### src/rtl/maze_pkg.sv
// -----------------------------------------------------------------------------
// maze_pkg
//   Shared definitions for maze-memory clients: the move-direction encoding,
//   the default coordinate width, the walker FSM state type and a step()
//   helper that turns a direction into a (dx, dy) unit move.
//   dx/dy are 2-bit two's complement values in {-1, 0, +1}.
// -----------------------------------------------------------------------------
package maze_pkg;

  localparam int CW = 4;

  typedef enum logic [1:0] {
    DIR_UP    = 2'd0,  // y-1
    DIR_RIGHT = 2'd1,  // x+1
    DIR_LEFT  = 2'd2,  // x-1
    DIR_DOWN  = 2'd3   // y+1
  } dir_e;

  typedef struct packed {
    logic [1:0] dx;
    logic [1:0] dy;
  } step_t;

  typedef enum logic [2:0] {
    ST_IDLE,
    ST_MARK,
    ST_CHECK,
    ST_READ,
    ST_WAIT,
    ST_POP,
    ST_DONE,
    ST_FAIL
  } walk_state_e;

  function automatic step_t step(input dir_e d);
    step_t s;
    s = '0;
    case (d)
      DIR_UP:    s.dy = 2'b11;
      DIR_RIGHT: s.dx = 2'b01;
      DIR_LEFT:  s.dx = 2'b11;
      DIR_DOWN:  s.dy = 2'b01;
      default:   s = '0;
    endcase
    return s;
  endfunction

endpackage

### src/rtl/dir_stack.sv
// -----------------------------------------------------------------------------
// dir_stack
//   DEPTH x 2-bit LIFO holding the directions of the moves on the current path.
//   Ports:
//     clk, rst        clock, synchronous active-high reset (empties the stack)
//     clear           synchronous empty, same effect as rst
//     push, push_dir  push one direction (never asserted together with pop)
//     pop             discard the top entry
//     top_dir         current top entry, valid when count != 0
//     count           number of valid entries
//     rd_idx, rd_dir  asynchronous indexed read, index 0 = oldest entry
// -----------------------------------------------------------------------------
module dir_stack #(
  parameter  int DEPTH = 256,
  localparam int AW    = $clog2(DEPTH),
  localparam int CNT_W = $clog2(DEPTH + 1)
) (
  input  logic             clk,
  input  logic             rst,
  input  logic             clear,
  input  logic             push,
  input  logic             pop,
  input  logic [1:0]       push_dir,
  output logic [1:0]       top_dir,
  output logic [CNT_W-1:0] count,
  input  logic [AW-1:0]    rd_idx,
  output logic [1:0]       rd_dir
);

  logic [1:0] mem [DEPTH];

  // NOTE: sequential state uses non-blocking assignments so every register
  // samples the values from before the clock edge.
  always_ff @(posedge clk) begin
    if (rst || clear) begin
      count <= '0;
    end else if (push) begin
      count <= count + 1'b1;
    end else if (pop) begin
      count <= count - 1'b1;
    end
  end

  // NOTE: the storage array has no reset; count alone decides which entries
  // are valid, so clearing the contents would buy nothing.
  always_ff @(posedge clk) begin
    if (push && !rst && !clear) begin
      mem[count[AW-1:0]] <= push_dir;
    end
  end

  assign top_dir = mem[AW'(count - 1'b1)];
  assign rd_dir  = mem[rd_idx];

endmodule

### src/rtl/maze_walker.sv
// -----------------------------------------------------------------------------
// maze_walker
//   Depth-first search over a 2^CW x 2^CW maze held in an external 1-bit
//   memory. Each visited cell is marked by writing 1 to it; neighbours are
//   probed in the order up, right, left, down. The moves of the current path
//   live in a direction stack that outside logic can read by index.
//   Ports:
//     clk, rst           clock, synchronous active-high reset
//     start              one-cycle pulse, honoured only when not busy
//     loc, rd, wr, dIn   memory request ({y,x}, read strobe, write strobe, data)
//     dOut               memory read data, valid the cycle after rd
//     busy, done, fail   search running / goal reached / no path
//     path_len           number of moves on the path
//     path_idx, path_dir indexed path read, combinational
// -----------------------------------------------------------------------------
module maze_walker #(
  parameter int CW      = 4,
  parameter int DEPTH   = 256,
  parameter int START_X = 0,
  parameter int START_Y = 0,
  parameter int GOAL_X  = 15,
  parameter int GOAL_Y  = 15
) (
  input  logic          clk,
  input  logic          rst,
  input  logic          start,
  output logic [2*CW-1:0] loc,
  output logic          rd,
  output logic          wr,
  output logic          dIn,
  input  logic          dOut,
  output logic          busy,
  output logic          done,
  output logic          fail,
  output logic [8:0]    path_len,
  input  logic [7:0]    path_idx,
  output logic [1:0]    path_dir
);

  import maze_pkg::*;

  localparam int STK_AW  = $clog2(DEPTH);
  localparam int STK_CW  = $clog2(DEPTH + 1);
  localparam logic [CW-1:0] SX  = CW'(START_X);
  localparam logic [CW-1:0] SY  = CW'(START_Y);
  localparam logic [CW-1:0] GX  = CW'(GOAL_X);
  localparam logic [CW-1:0] GY  = CW'(GOAL_Y);
  localparam logic [CW-1:0] MAX = {CW{1'b1}};

  // Sign-extend a 2-bit unit delta to coordinate width.
  function automatic logic [CW-1:0] ext(input logic [1:0] d);
    return {{(CW-1){d[1]}}, d[0]};
  endfunction

  walk_state_e       state;
  logic [CW-1:0]     cur_x, cur_y;
  logic [2:0]        try_dir;      // 0..3 = direction to probe, 4 = exhausted
  logic [CW-1:0]     nx, ny;       // neighbour in try_dir
  logic [CW-1:0]     bx, by;       // cell we came from (undo of top move)
  logic              off_grid;
  logic              at_goal;
  step_t             try_step, back_step;

  logic              stk_push, stk_pop, stk_clear;
  logic [1:0]        top_dir;
  logic [STK_CW-1:0] stk_count;

  // NOTE: every signal assigned in always_comb gets a default first, so no
  // path leaves it unassigned and no latch is inferred.
  always_comb begin
    off_grid  = 1'b0;
    try_step  = step(dir_e'(try_dir[1:0]));
    back_step = step(dir_e'(top_dir));
    nx        = cur_x + ext(try_step.dx);
    ny        = cur_y + ext(try_step.dy);
    bx        = cur_x - ext(back_step.dx);
    by        = cur_y - ext(back_step.dy);
    // Boundary test happens before any step is taken, so nx/ny never wrap.
    case (dir_e'(try_dir[1:0]))
      DIR_UP:    off_grid = (cur_y == '0);
      DIR_RIGHT: off_grid = (cur_x == MAX);
      DIR_LEFT:  off_grid = (cur_x == '0);
      DIR_DOWN:  off_grid = (cur_y == MAX);
      default:   off_grid = 1'b0;
    endcase
  end

  assign at_goal   = (cur_x == GX) && (cur_y == GY);
  assign stk_push  = (state == ST_WAIT) && !dOut;
  assign stk_pop   = (state == ST_POP) && (stk_count != '0);
  assign stk_clear = start && (state == ST_IDLE || state == ST_DONE || state == ST_FAIL);

  always_ff @(posedge clk) begin
    if (rst) begin
      state   <= ST_IDLE;
      rd      <= 1'b0;
      wr      <= 1'b0;
      dIn     <= 1'b0;
      loc     <= '0;
      busy    <= 1'b0;
      done    <= 1'b0;
      fail    <= 1'b0;
      cur_x   <= SX;
      cur_y   <= SY;
      try_dir <= '0;
    end else begin
      // Strobes are single-cycle; the branches below raise them for the
      // state being entered, while loc simply holds between requests.
      rd  <= 1'b0;
      wr  <= 1'b0;
      dIn <= 1'b0;
      case (state)
        ST_IDLE, ST_DONE, ST_FAIL: begin
          if (start) begin
            done    <= 1'b0;
            fail    <= 1'b0;
            busy    <= 1'b1;
            cur_x   <= SX;
            cur_y   <= SY;
            try_dir <= '0;
            wr      <= 1'b1;
            dIn     <= 1'b1;
            loc     <= {SY, SX};
            state   <= ST_MARK;
          end
        end
        ST_MARK: state <= ST_CHECK;
        ST_CHECK: begin
          if (at_goal) begin
            done  <= 1'b1;
            busy  <= 1'b0;
            state <= ST_DONE;
          end else if (try_dir == 3'd4) begin
            state <= ST_POP;
          end else if (off_grid) begin
            try_dir <= try_dir + 3'd1;
          end else begin
            rd    <= 1'b1;
            loc   <= {ny, nx};
            state <= ST_READ;
          end
        end
        ST_READ: state <= ST_WAIT;
        ST_WAIT: begin
          if (dOut) begin
            try_dir <= try_dir + 3'd1;
            state   <= ST_CHECK;
          end else begin
            cur_x   <= nx;
            cur_y   <= ny;
            try_dir <= '0;
            wr      <= 1'b1;
            dIn     <= 1'b1;
            loc     <= {ny, nx};
            state   <= ST_MARK;
          end
        end
        ST_POP: begin
          if (stk_count == '0) begin
            fail  <= 1'b1;
            busy  <= 1'b0;
            state <= ST_FAIL;
          end else begin
            cur_x   <= bx;
            cur_y   <= by;
            try_dir <= {1'b0, top_dir} + 3'd1;
            state   <= ST_CHECK;
          end
        end
        default: state <= ST_IDLE;
      endcase
    end
  end

  dir_stack #(.DEPTH(DEPTH)) u_stack (
    .clk      (clk),
    .rst      (rst),
    .clear    (stk_clear),
    .push     (stk_push),
    .pop      (stk_pop),
    .push_dir (try_dir[1:0]),
    .top_dir  (top_dir),
    .count    (stk_count),
    .rd_idx   (STK_AW'(path_idx)),
    .rd_dir   (path_dir)
  );

  assign path_len = 9'(stk_count);

endmodule

### config.mk
export PLATFORM = sky130hd
export DESIGN_NAME = maze_walker
export DESIGN_NICKNAME = d
export VERILOG_FILES = /design/src/rtl/maze_pkg.sv /design/src/rtl/dir_stack.sv /design/src/rtl/maze_walker.sv
export SDC_FILE = /design/constraint.sdc
export NUM_CORES = 1
export LEC_CHECK = 0
export BUFFER_PORTS_ARGS = -buffer_cell sky130_fd_sc_hd__clkbuf_2
export CAP_MARGIN = 5
export CORE_MARGIN = 1.5
export CORE_UTILIZATION = 38
export DETAILED_ROUTE_END_ITERATION = 10
export SYNTH_ARGS = -nofsm -noshare
export SYNTH_HDL_FRONTEND = slang
export SYNTH_HIERARCHICAL = 1
export SYNTH_SLANG_ARGS = --single-unit
### constraint.sdc
create_clock -name clk -period 17.7 [get_ports clk]
set_clock_uncertainty 0.15 [all_clocks]
set_input_delay 1.77 -clock clk [delete_from_list [all_inputs] [get_ports clk]]
set_output_delay 1.77 -clock clk [all_outputs]
set_load 0.01 [all_outputs]
==> results of run 1 <==
## synth_stat cells (5+ instances only)
cell type / n
a2111oi_0: 14
a211oi_1: 21
a21oi_1: 22
a22oi_1: 7
a311oi_1: 5
and3_1: 5
buf_1: 9
buf_2: 28
buf_4: 17
buf_6: 16
clkbuf_1: 73
dfxtp_1: 36
edfxtp_1: 512
ha_1: 23
inv_1: 26
mux2i_1: 19
mux4_2: 296
nand2_1: 86
nand2b_1: 6
nand3_1: 24
nand4_1: 17
nor2_1: 296
nor2b_1: 27
nor3_1: 9
o21a_1: 6
o21ai_0: 8
o21ai_1: 7
o22ai_1: 8
xnor2_1: 14
xor2_1: 14
## cell families (layout without fill, tap and decap cells)
logic type      Yosys count  after routing
compound gates          145            145
xor+xnor                 31             31
mux                     319            319
flops                   548            548
fa+ha+maj                25             25
simple gates            503            503
buf+inv                 170            200
## sequential cells by signal, indices dropped and copies added (netlist names)
register,cells
cur_x,4
cur_y,4
loc,8
busy,1
u_stack/mem,512
done,1
u_stack/count,9
dIn,1
state,3
fail,1
rd,1
try_dir,3
## where the power goes
part	switching [uW]	total (uW)	internal (uW)
combinational	190	307	117
sequential	32.9	1490	1460
clock	511	1160	644
total	734	2950	2220
## critical path, cell delays in order
cell and delay (ns):
buf_6 0.40, buf_4 0.98, mux4_2 0.45, mux4_2 0.50
a211oi_1 0.71, o41ai_1 0.37, nand3_1 0.18, o31ai_1 0.23
clkbuf_2 0.21
## through the flow
stage | power (uW) | cell area, sq um
6_report | 2950 | 30500
5_1_grt | 3060 | 30500
4_1_cts | 2970 | 30500
3_5_place_dp | 1820 | 28700
3_3_place_gp | 1810 | 28700
2_1_floorplan | 1750 | 27800
## final cells by class
type                    count  share of cell area
clock buffers              69              0.0489
clock inverters            38             0.00931
multi-input cells        1023               0.358
repair buffers             66              0.0138
inverters                  27             0.00332
flip-flops and latches    548               0.528
well taps                 950              0.0390
## final timing paths
check                 to  depth (start not counted)
min               loc[1]                          2
min reg2reg       loc[1]                          2
max          path_dir[1]                          9
max reg2reg     cur_y[3]                         18
## routing by layer
metal  vias up  global-route usage
met5         -                   0
met4         2              0.0736
met3       162              0.0499
met2       936               0.327
met1      8901               0.290
li1       6965                   -
==> metrics.md, run 1 <==
| Metric | Value |
|---|---|
| Multi-input gate area | `10900 sq um` |
| R2R setup slack | `11.13 ns` |
| Residual DRC count | `0` |
| Pre-CTS setup slack | `9.96 ns` |
| Initial antenna violation count | `1` |
| Initial Utilization | `0.386` |
| Die ar. | `74700 sq um` |
| Routed WL | `78700 microns` |
| Vias | `17.0k` |
| Metal-1 WL | `31700 microns` |
| First-pass GRT wire length | `115000 microns` |
| Tot GR Track Use | `0.211` |
| Hpwl dp | `48400 microns` |
| Met3 WL | `7810 microns` |
| Worst Setup SP | `path_idx[2]` |
| Mux share of post-synthesis cell area | `0.249` |
| Worst setup EP type | `output pin` |
| Worst slew margin | `0.194` |
| Status | `completed` |
| Post-synthesis cell area | `27800 sq um` |
| Post-synthesis sequential area ratio | `0.580` |
| CTS Hold Buffers Added | `0` |
| Vias/cell | `6.24` |
| Most common cell after layout, fill and taps aside | `edfxtp_1` |
| Slew Viols, Final | `0` |
| Crit-path max FO | `78` |
| Register bit total from synthesis | `548` |
| Largest net degree at the start of global routing | `114` |
| Clk Tree Root Cell | `clkbuf_16` |
| Post-route insts no fill | `2721` |
| Area growth from synthesis to layout | `9.83%` |
| Xor/xnor share of the synthesized area | `0.0106` |
| Lkg Pwr | `0.00955 uW` |
| Main combinational cell family by area after synthesis | `multiplexers` |
| Synth area leaders | `edfxtp_1 (55%), mux4_2 (24%), nor2_1 (4.0%)` |
| Setup ws final | `9.83 ns` |
| Crit share post-route | `0.445` |
| Max Cap Violations | `0` |
| Clock buffer count from CTS | `57` |
| Placed cell count | `2614` |
| CTS max path bufs | `3` |
| Post-CTS Setup Bufs | `0` |
| Hold_ws | `0.304 ns` |
| Ys async rst share | `0` |
| Filler instances | `6437` |
| Num rows | `98` |
| Register area | `16100 sq um` |
| Final Hold Fails | `0` |
| HP Start | `loc[1]` |
| Critical path type | `in -> out` |
| Final Setup Violations | `0` |
| Top cell type by total area after synthesis | `edfxtp_1` |
| Tmin final | `7.87 ns` |
| Mapped Cells | `1741` |
| Hold crit path type | `reg -> reg` |
| CTS resizes | `0` |
| Synth unique cells | `80` |
| Crit path DAT | `5.95 ns` |
| Simple-gate share of the synthesized area | `0.0793` |
| Gr ovfl total | `0` |
| Synth top area share | `0.554` |
| Drt pass-1 iters | `5` |
| DR WL/cell | `28.9 microns` |
| RSZ-0062 raised after global routing | `no` |
| Startpoint Class | `input port` |
| Mean Syn Cell Area | `15.9 sq um` |
| H-tree depth | `2` |
| Post-synth net total | `1778` |
| Ratio of cells with drive above 1 in the final layout | `0.270` |
| CTS sink count | `548` |
| Number of synthesized flops with an enable pin | `512` |
| Clock transition at path regs | `0.06 ns` |
| Initial DRC count | `2067` |
| Pwr per Cell Area | `96.9 nW/um^2` |
| Vias in the first global route | `17.2k` |
| N_diodes | `0` |
| Post-synthesis adder-cell area fraction | `0.0118` |
| DR WL met2 | `36400 microns` |
| Die Span X | `273 microns` |
| Synth warn | `6` |
| Core area | `71900 sq um` |
| Synth Area in Compound Gates | `0.0387` |
| Highest routing layer actually used | `met5` |
| Fmax | `127 MHz` |
| DIE HEIGHT | `273 microns` |
| Final ANT Viol Nets | `0` |
| Sum Neg Setup Slack | `0 ns` |
| Worst-Margin Slew | `1.21 ns` |
| Worst vdd ir | `0.0000634 V` |
| Top Ports | `37` |
| Commonest cells after routing, fill and taps aside | `edfxtp_1 (512), nor2_1 (296), mux4_2 (296)` |
| Global placer's final weighted congestion | `0.882` |
| Final nets | `1760` |
| IO Port Bufs | `36` |
| Reg2reg start | `u_stack/count[0]` |
| TritonCTS clock tree | `done` |
| Post-layout util | `0.424` |
| Later-pin clock latency in the skew report | `0.63 ns` |
| Data required, critical path | `15.78 ns` |
| Top FF cell, synth | `edfxtp_1` |
(Power assumes the default switching activity.)
==> run 2: changes to the inputs <==
- ABC_AREA: not set -> 1
- clock period: 17.7 -> 7.1 ns (I/O delays scaled with it)
==> run 2 against run 1 <==
Compared with the run above: worst hold slack lost 0.014 ns; sequential share of layout area shrank 3.9 points; die area grew 9.2%; sequential power grew 150%; critical endpoint is now cur_y[1].
==> metrics.md, run 2 <==
| Metric | Value |
|---|---|
| Critical path type | `reg -> reg` |
| Pwr per Cell Area | `249 nW/um^2 (+160%)` |
| Hold_ws | `0.290 ns (-0.0139 ns)` |
| Reg2reg start | `u_stack/count[0]` |
| Post-synthesis sequential area ratio | `0.531 (-0.0491)` |
| Synth unique cells | `40 (-50%)` |
| Register area | `16100 sq um (unchanged)` |
| Most common cell after layout, fill and taps aside | `nand2_1` |
| Crit share post-route | `0.771` |
| Synth area leaders | `edfxtp_1 (51%), nand2_1 (13%), nand3_1 (13%)` |
| Crit-path slowest cell | `buf_4` |
| Reg2Reg Depth | `20 (+2)` |
| Switching Share | `0.273 (+0.0249)` |
| Critical Path End | `cur_y[1]` |
| Residual DRC count | `0 (unchanged)` |
| CTS max path bufs | `3 (unchanged)` |
| Final Setup Violations | `0 (unchanged)` |
| Post-synthesis cell area | `30300 sq um (+9.3%)` |
| Initial DRC count | `3237 (+57%)` |
| Share of power burned in registers | `0.453 (-0.052)` |
| Global placer's final weighted congestion | `0.853 (-3.3%)` |
| Hpwl dp | `56100 microns (+16%)` |
| Critical path's largest stage delay | `0.83 ns (-0.15 ns)` |
| Hold crit path type | `in -> reg` |
| Worst-Margin Slew | `1.14 ns (-0.0651 ns)` |
| Comb pwr share | `0.143 (+0.039)` |
| Tot GR Track Use | `0.239 (+0.0283)` |
| Lkg Pwr | `0.0127 uW (+33%)` |
| TritonCTS clock tree | `done` |
| Die Span X | `286 microns (+4.5%)` |
| Status | `completed` |
| Core area | `79000 sq um (+9.9%)` |
| CTS resizes | `0 (unchanged)` |
| Largest register FFs | `512 (unchanged)` |
| Final nets | `3632 (+110%)` |
| Most frequent cell after synthesis | `nand2_1` |
| Max Cap Violations | `0 (unchanged)` |
| Largest net degree at the start of global routing | `185 (+62%)` |
| Clock buffer count from CTS | `66 (+16%)` |
| Mean Syn Cell Area | `8.18 sq um (-49%)` |
| Crit path DAT | `5.81 ns (-0.14 ns)` |
| Top cell type by total area after synthesis | `edfxtp_1` |
| Clock transition at path regs | `0.06 ns (about the same)` |
| Final ANT Viol Nets | `0 (unchanged)` |
| Switching power | `2250 uW (+210%)` |
| Startpoint Class | `flop` |
| DIE HEIGHT | `286 microns (+4.5%)` |
| Vias/cell | `5.58 (-11%)` |
| Mapped Cells | `3709 (+110%)` |
| Filler instances | `7856 (+22%)` |
| Initial antenna violation count | `0 (-1)` |
| Later-pin clock latency in the skew report | `0.60 ns (-0.03 ns)` |
| Slew Viols, Final | `0 (unchanged)` |
| CP dominant cell by count | `nand3_1` |
| Drt pass-1 iters | `6 (+1)` |
| Post-route cell area | `32900 sq um (+8.0%)` |
| Die ar. | `81500 sq um (+9.2%)` |
| Worst Setup SP | `u_stack/count[0]` |
| Number of synthesized flops with an enable pin | `512 (unchanged)` |
| Post-CTS Setup Bufs | `0 (unchanged)` |
| Crit Reg-Reg Endpoint | `cur_y[1]` |
| Top Ports | `37 (unchanged)` |
| Clk Tree Root Cell | `clkbuf_16` |
| Post-layout util | `0.417 (-0.00744)` |
| Crit-path max FO | `67 (-14%)` |
| Synth top area share | `0.507 (-0.0469)` |
| Commonest cells after routing, fill and taps aside | `nand2_1 (1041), nand3_1 (767), nor2_1 (571)` |
| Ratio of cells with drive above 1 in the final layout | `0.0628 (-0.208)` |
| DR WL/cell | `21.1 microns (-27%)` |
| Worst setup EP type | `flop` |
| First-pass GRT wire length | `150000 microns (+30%)` |
| Register bit total from synthesis | `548 (unchanged)` |
| H-tree depth | `3 (+1)` |
| Ys async rst share | `0 (unchanged)` |
| Post-synth net total | `3746 (+110%)` |
| R2R setup slack | `1.63 ns (-9.50 ns)` |
| N_diodes | `0 (unchanged)` |
| Fmax | `183 MHz` |
| Vias in the first global route | `24.6k (+43%)` |
| Tmin final | `5.47 ns` |
| Top cells by count, synth | `nand2_1 (1051), nand3_1 (767), nor2_1 (571), edfxtp_1 (512), inv_1 (166)` |
| Crit-path cells | `inv_6 > ha_4 > buf_4 > nand2_1 > nand3_1 > nand3_1 > nand3_1 > nand3_1 > nand3_1 > nand3_1 > nand2_1 > inv_1 > ha_1 > inv_1 > ha_1 > inv_1 > fa_1 > a22o_1 > o21ai_0 > a21oi_1` |
| Sum Neg Setup Slack | `0 ns (unchanged)` |
| Top FF cell, synth | `edfxtp_1` |
| Worst slew margin | `0.236 (+0.0425)` |
| Gr ovfl total | `0 (unchanged)` |
| Vias | `26.2k (+54%)` |
| RSZ-0062 raised after global routing | `no` |
| Worst vdd ir | `0.000135 V (+110%)` |
| Final Hold Fails | `0 (unchanged)` |
| CTS Hold Buffers Added | `0 (unchanged)` |
| IO Port Bufs | `36 (unchanged)` |
| Clk pwr share | `0.403 (+0.012)` |
| CTS sink count | `548 (unchanged)` |
| Initial Utilization | `0.384 (-0.00241)` |
| Routed WL | `99100 microns (+26%)` |
| Num rows | `103 (+5.1%)` |
| Data required, critical path | `7.44 ns (-8.34 ns)` |
| Multi-input gate area | `12200 sq um (+12%)` |
| Area growth from synthesis to layout | `8.58%` |
| Internal power | `5970 uW (+170%)` |
| DP Area | `30800 sq um (+7.4%)` |
| Synth warn | `6 (unchanged)` |
-- run 2: metal layers --
layer,global-route usage,part of all wire
met1,0.329,0.42
met2,0.379,0.45
met3,0.0320,0.093
met4,0.0980,0.038
met5,0,0
-- run 2: worst max-delay path: cells and delay by family, from the launching register on --
kind            cells  cell delay (ns)
fa+ha+maj           4             1.49
compound gates      3             0.41
buf+inv             5             1.32
simple gates        8             1.27
flops               1             0.65
-- run 2: area by class of cell --
class                   instances  area share
clock buffers                  81      0.0541
clock inverters                37     0.00946
inverters                     184      0.0216
multi-input cells            2723       0.370
flip-flops and latches        548       0.489
well taps                    1050      0.0399
repair buffers                 72      0.0160
-- run 2: cells by family (layout without fill, tap and decap cells) --
kind of cell	Yosys count	in the layout	synth area share
AND/OR/NAND/NOR	2422	2422	0.338
flip-flops	548	548	0.531
buffers and inverters	438	374	0.0690
AO/OA/AOI/OAI	256	256	0.0443
adder cells (fa/ha/maj)	25	25	0.0108
XOR/XNOR	20	20	0.00763
-- run 2: how the worst min path moves through the flow --
stage,from,end,slack (ns),cells past startpoint
after global placement,loc[0],loc[0],0.31,2
after CTS,rst,try_dir[1],0.26,2
after floorplan,state[1],state[1],0.31,2
after detailed placement,loc[0],loc[0],0.31,2
final,rst,done,0.29,2
after global routing,rst,done,0.29,2
-- run 2: per-stage QoR --
step           instances  worst slack, ns  power (uW)
2_1_floorplan       3709             1.37        4640
3_3_place_gp        4577             1.79        4950
3_5_place_dp        4577             1.75        4960
4_1_cts             4695             1.75        8250
5_1_grt             4695             1.28        8520
6_report            4695             1.63        8210
-- run 2: power by group through the flow --
stage	Clock, uW	Sequential [uW]	Combinational, uW
6_report	3310	3720	1180
3_3_place_gp	0	3790	1160
3_5_place_dp	0	3790	1160
5_1_grt	3480	3730	1310
2_1_floorplan	0	3870	767
4_1_cts	3360	3730	1170
==> run 3: changes to the inputs <==
- clock period: 7.1 -> 5.5 ns (I/O delays scaled with it)
==> run 3 against run 2 <==
Compared with the run above: clock power up 21%; global-route usage grew 0.097 points; final area about the same; sequential share of layout area barely moved; utilization about the same; fmax grew 20%; critical endpoint unchanged; wire length rose by 1.1%; first-iteration DRC count is 4.8% higher; flip-flop and latch count unchanged; die area stayed put; highest routed layer is now met5; worst hold slack worse by 0.19 ns.
==> metrics.md, run 3 (synthesis gave the netlist of run 2 again) <==
| Metric | Value |
|---|---|
| Status | `completed` |
| HP Start | `rst` |
| Hold crit path type | `in -> reg` |
| Gr ovfl total | `0 (unchanged)` |
| Crit-path cells | `inv_1 > ha_4 > inv_6 > buf_12 > nand3_1 > nand3_1 > nand3_1 > nand3_1 > nand3_1 > nand3_1 > nand3_1 > nand2_1 > inv_1 > ha_1 > inv_1 > ha_1 > inv_1 > fa_1 > a22o_1 > o21ai_0 > a21oi_1` |
| Die Span X | `286 microns (unchanged)` |
| Vias in the first global route | `24.6k (+0.20%)` |
| Reg2reg start | `u_stack/count[1]` |
| Post-layout util | `0.417 (about the same)` |
| RSZ-0062 raised after global routing | `no` |
| Multi-input gate area | `12200 sq um (about the same)` |
| Hold_ws | `0.0963 ns (-0.193 ns)` |
| Sum Neg Setup Slack | `0 ns (unchanged)` |
| Final Hold Fails | `0 (unchanged)` |
| Slew Viols, Final | `0 (unchanged)` |
| CP dominant cell by count | `nand3_1` |
| Setup ws final | `0.924 ns (-0.702 ns)` |
| CTS max path bufs | `3 (unchanged)` |
| Crit share post-route | `0.832 (+0.0610)` |
| Later-pin clock latency in the skew report | `0.65 ns (+0.05 ns)` |
| CTS resizes | `0 (unchanged)` |
| Clock buffer count from CTS | `59 (-11%)` |
| Die ar. | `81500 sq um (unchanged)` |
| Initial DRC count | `3391 (+4.8%)` |
| Vias/cell | `5.59 (+0.18%)` |
| Crit-path slowest cell | `dfxtp_1` |
| Tot GR Track Use | `0.240 (+0.000970)` |
| Ratio of cells with drive above 1 in the final layout | `0.0652 (+0.00234)` |
| Placed cell count | `4592 (+0.33%)` |
| Num rows | `103 (unchanged)` |
| Initial antenna violation count | `2 (+2)` |
| Register area | `16100 sq um (unchanged)` |
| Global placer's final weighted congestion | `0.885 (+3.8%)` |
| Initial Utilization | `0.384 (unchanged)` |
| Routed WL | `100000 microns (+1.1%)` |
| Worst vdd ir | `0.000282 V (+110%)` |
| Post-CTS Setup Bufs | `0 (unchanged)` |
| Tmin final | `4.58 ns (-0.898 ns)` |
| Hpwl dp | `56700 microns (+1.1%)` |
| Final nets | `3640 (+0.22%)` |
| Lkg Pwr | `0.0127 uW (+0.21%)` |
| CTS sink count | `548 (unchanged)` |
| Final ANT Viol Nets | `0 (unchanged)` |
| Final Setup Violations | `0 (unchanged)` |
| DR WL/cell | `21.3 microns (+0.91%)` |
| Top Ports | `37 (unchanged)` |
| First-pass GRT wire length | `150000 microns (+0.49%)` |
| Vias | `26.3k (+0.32%)` |
| Crit-path max FO | `47 (-30%)` |
| Crit path DAT | `4.95 ns (-0.86 ns)` |
| Clk Tree Root Cell | `clkbuf_16` |
| Filler instances | `7868 (+0.15%)` |
| Largest register FFs | `512 (unchanged)` |
| H-tree depth | `2 (-1)` |
| Data required, critical path | `5.88 ns (-1.56 ns)` |
| Largest net degree at the start of global routing | `189 (+2.2%)` |
| Worst slew margin | `0.242 (+0.00550)` |
| IO Port Bufs | `36 (unchanged)` |
| N_diodes | `0 (unchanged)` |
| Core area | `79000 sq um (unchanged)` |
| Critical path type | `reg -> reg` |
| Pwr per Cell Area | `314 nW/um^2 (+26%)` |
| DIE HEIGHT | `286 microns (unchanged)` |
| Critical path's largest stage delay | `0.45 ns (-0.38 ns)` |
| Startpoint Class | `flop` |
| Commonest cells after routing, fill and taps aside | `nand2_1 (1042), nand3_1 (767), nor2_1 (571)` |
| CTS Hold Buffers Added | `0 (unchanged)` |
| Area growth from synthesis to layout | `8.66% (about the same)` |
| Max Cap Violations | `0 (unchanged)` |
| Worst Setup SP | `u_stack/count[1]` |
| Pre-CTS setup slack | `0.927 ns (-0.820 ns)` |
| Worst setup EP type | `flop` |
| Most common cell after layout, fill and taps aside | `nand2_1` |
| Clock transition at path regs | `0.07 ns (about the same)` |
| Drt pass-1 iters | `6 (unchanged)` |
| Post-route insts no fill | `4702 (+0.15%)` |
| Fmax | `219 MHz (+20%)` |
| Residual DRC count | `0 (unchanged)` |
| TritonCTS clock tree | `done` |
| Worst-Margin Slew | `1.14 ns (-0.00699 ns)` |
-- run 3: cell count changes in the layout (fill, tap and decap cells not counted), moves of 2 or more --
cell	previous run	this run
buf_12	5	13
buf_4	32	39
bufinv_16	5	7
clkbuf_16	69	59
clkinv_1	17	14
clkinv_2	8	13
inv_6	6	4
-- run 3: area by class of cell --
type / count / share of cell area
Sequential cell: 548 / 0.489
Tap cell: 1050 / 0.0399
Clock inverter: 40 / 0.0118
Inverter: 184 / 0.0216
Clock buffer: 70 / 0.0460
Timing Repair Buffer: 87 / 0.0224
Multi-Input combinational cell: 2723 / 0.370
-- run 3: path summary, 6_finish.rpt --
path               to  slack [ns]  depth (start not counted)
min              fail         0.1                          2
max          cur_y[1]        0.92                         21
min reg2reg      fail        0.31                          2
max reg2reg  cur_y[1]        0.92                         21
-- run 3: power by group --
part	switching (uW)	leakage, uW	internal, uW
registers	126	0.00498	4730
clock network	1720	0.000935	2290
logic	1050	0.00680	448
-- run 3: worst max-delay path, delay by kind of cell (launching register included) --
| family | cells | cell delay (ns) |
|---|---|---|
| AOI/OAI and AO/OA | 3 | 0.43 |
| DFF | 1 | 0.45 |
| adders and majority gates | 4 | 1.18 |
| and+or+nand+nor | 8 | 1.17 |
| buffers and inverters | 6 | 1.06 |
-- run 3: routing by layer --
metal  part of all wire  global-route usage
met4              0.044               0.106
met5            0.00013                   0
met2               0.45               0.378
met1               0.41               0.327
met3              0.090              0.0367
-- run 3: stage by stage --
stage,total power (uW),cell area [sq um]
6_report,10400,33000
5_1_grt,10700,33000
4_1_cts,10400,33000
3_5_place_dp,6420,31100
3_3_place_gp,6410,31100
2_1_floorplan,5960,30300
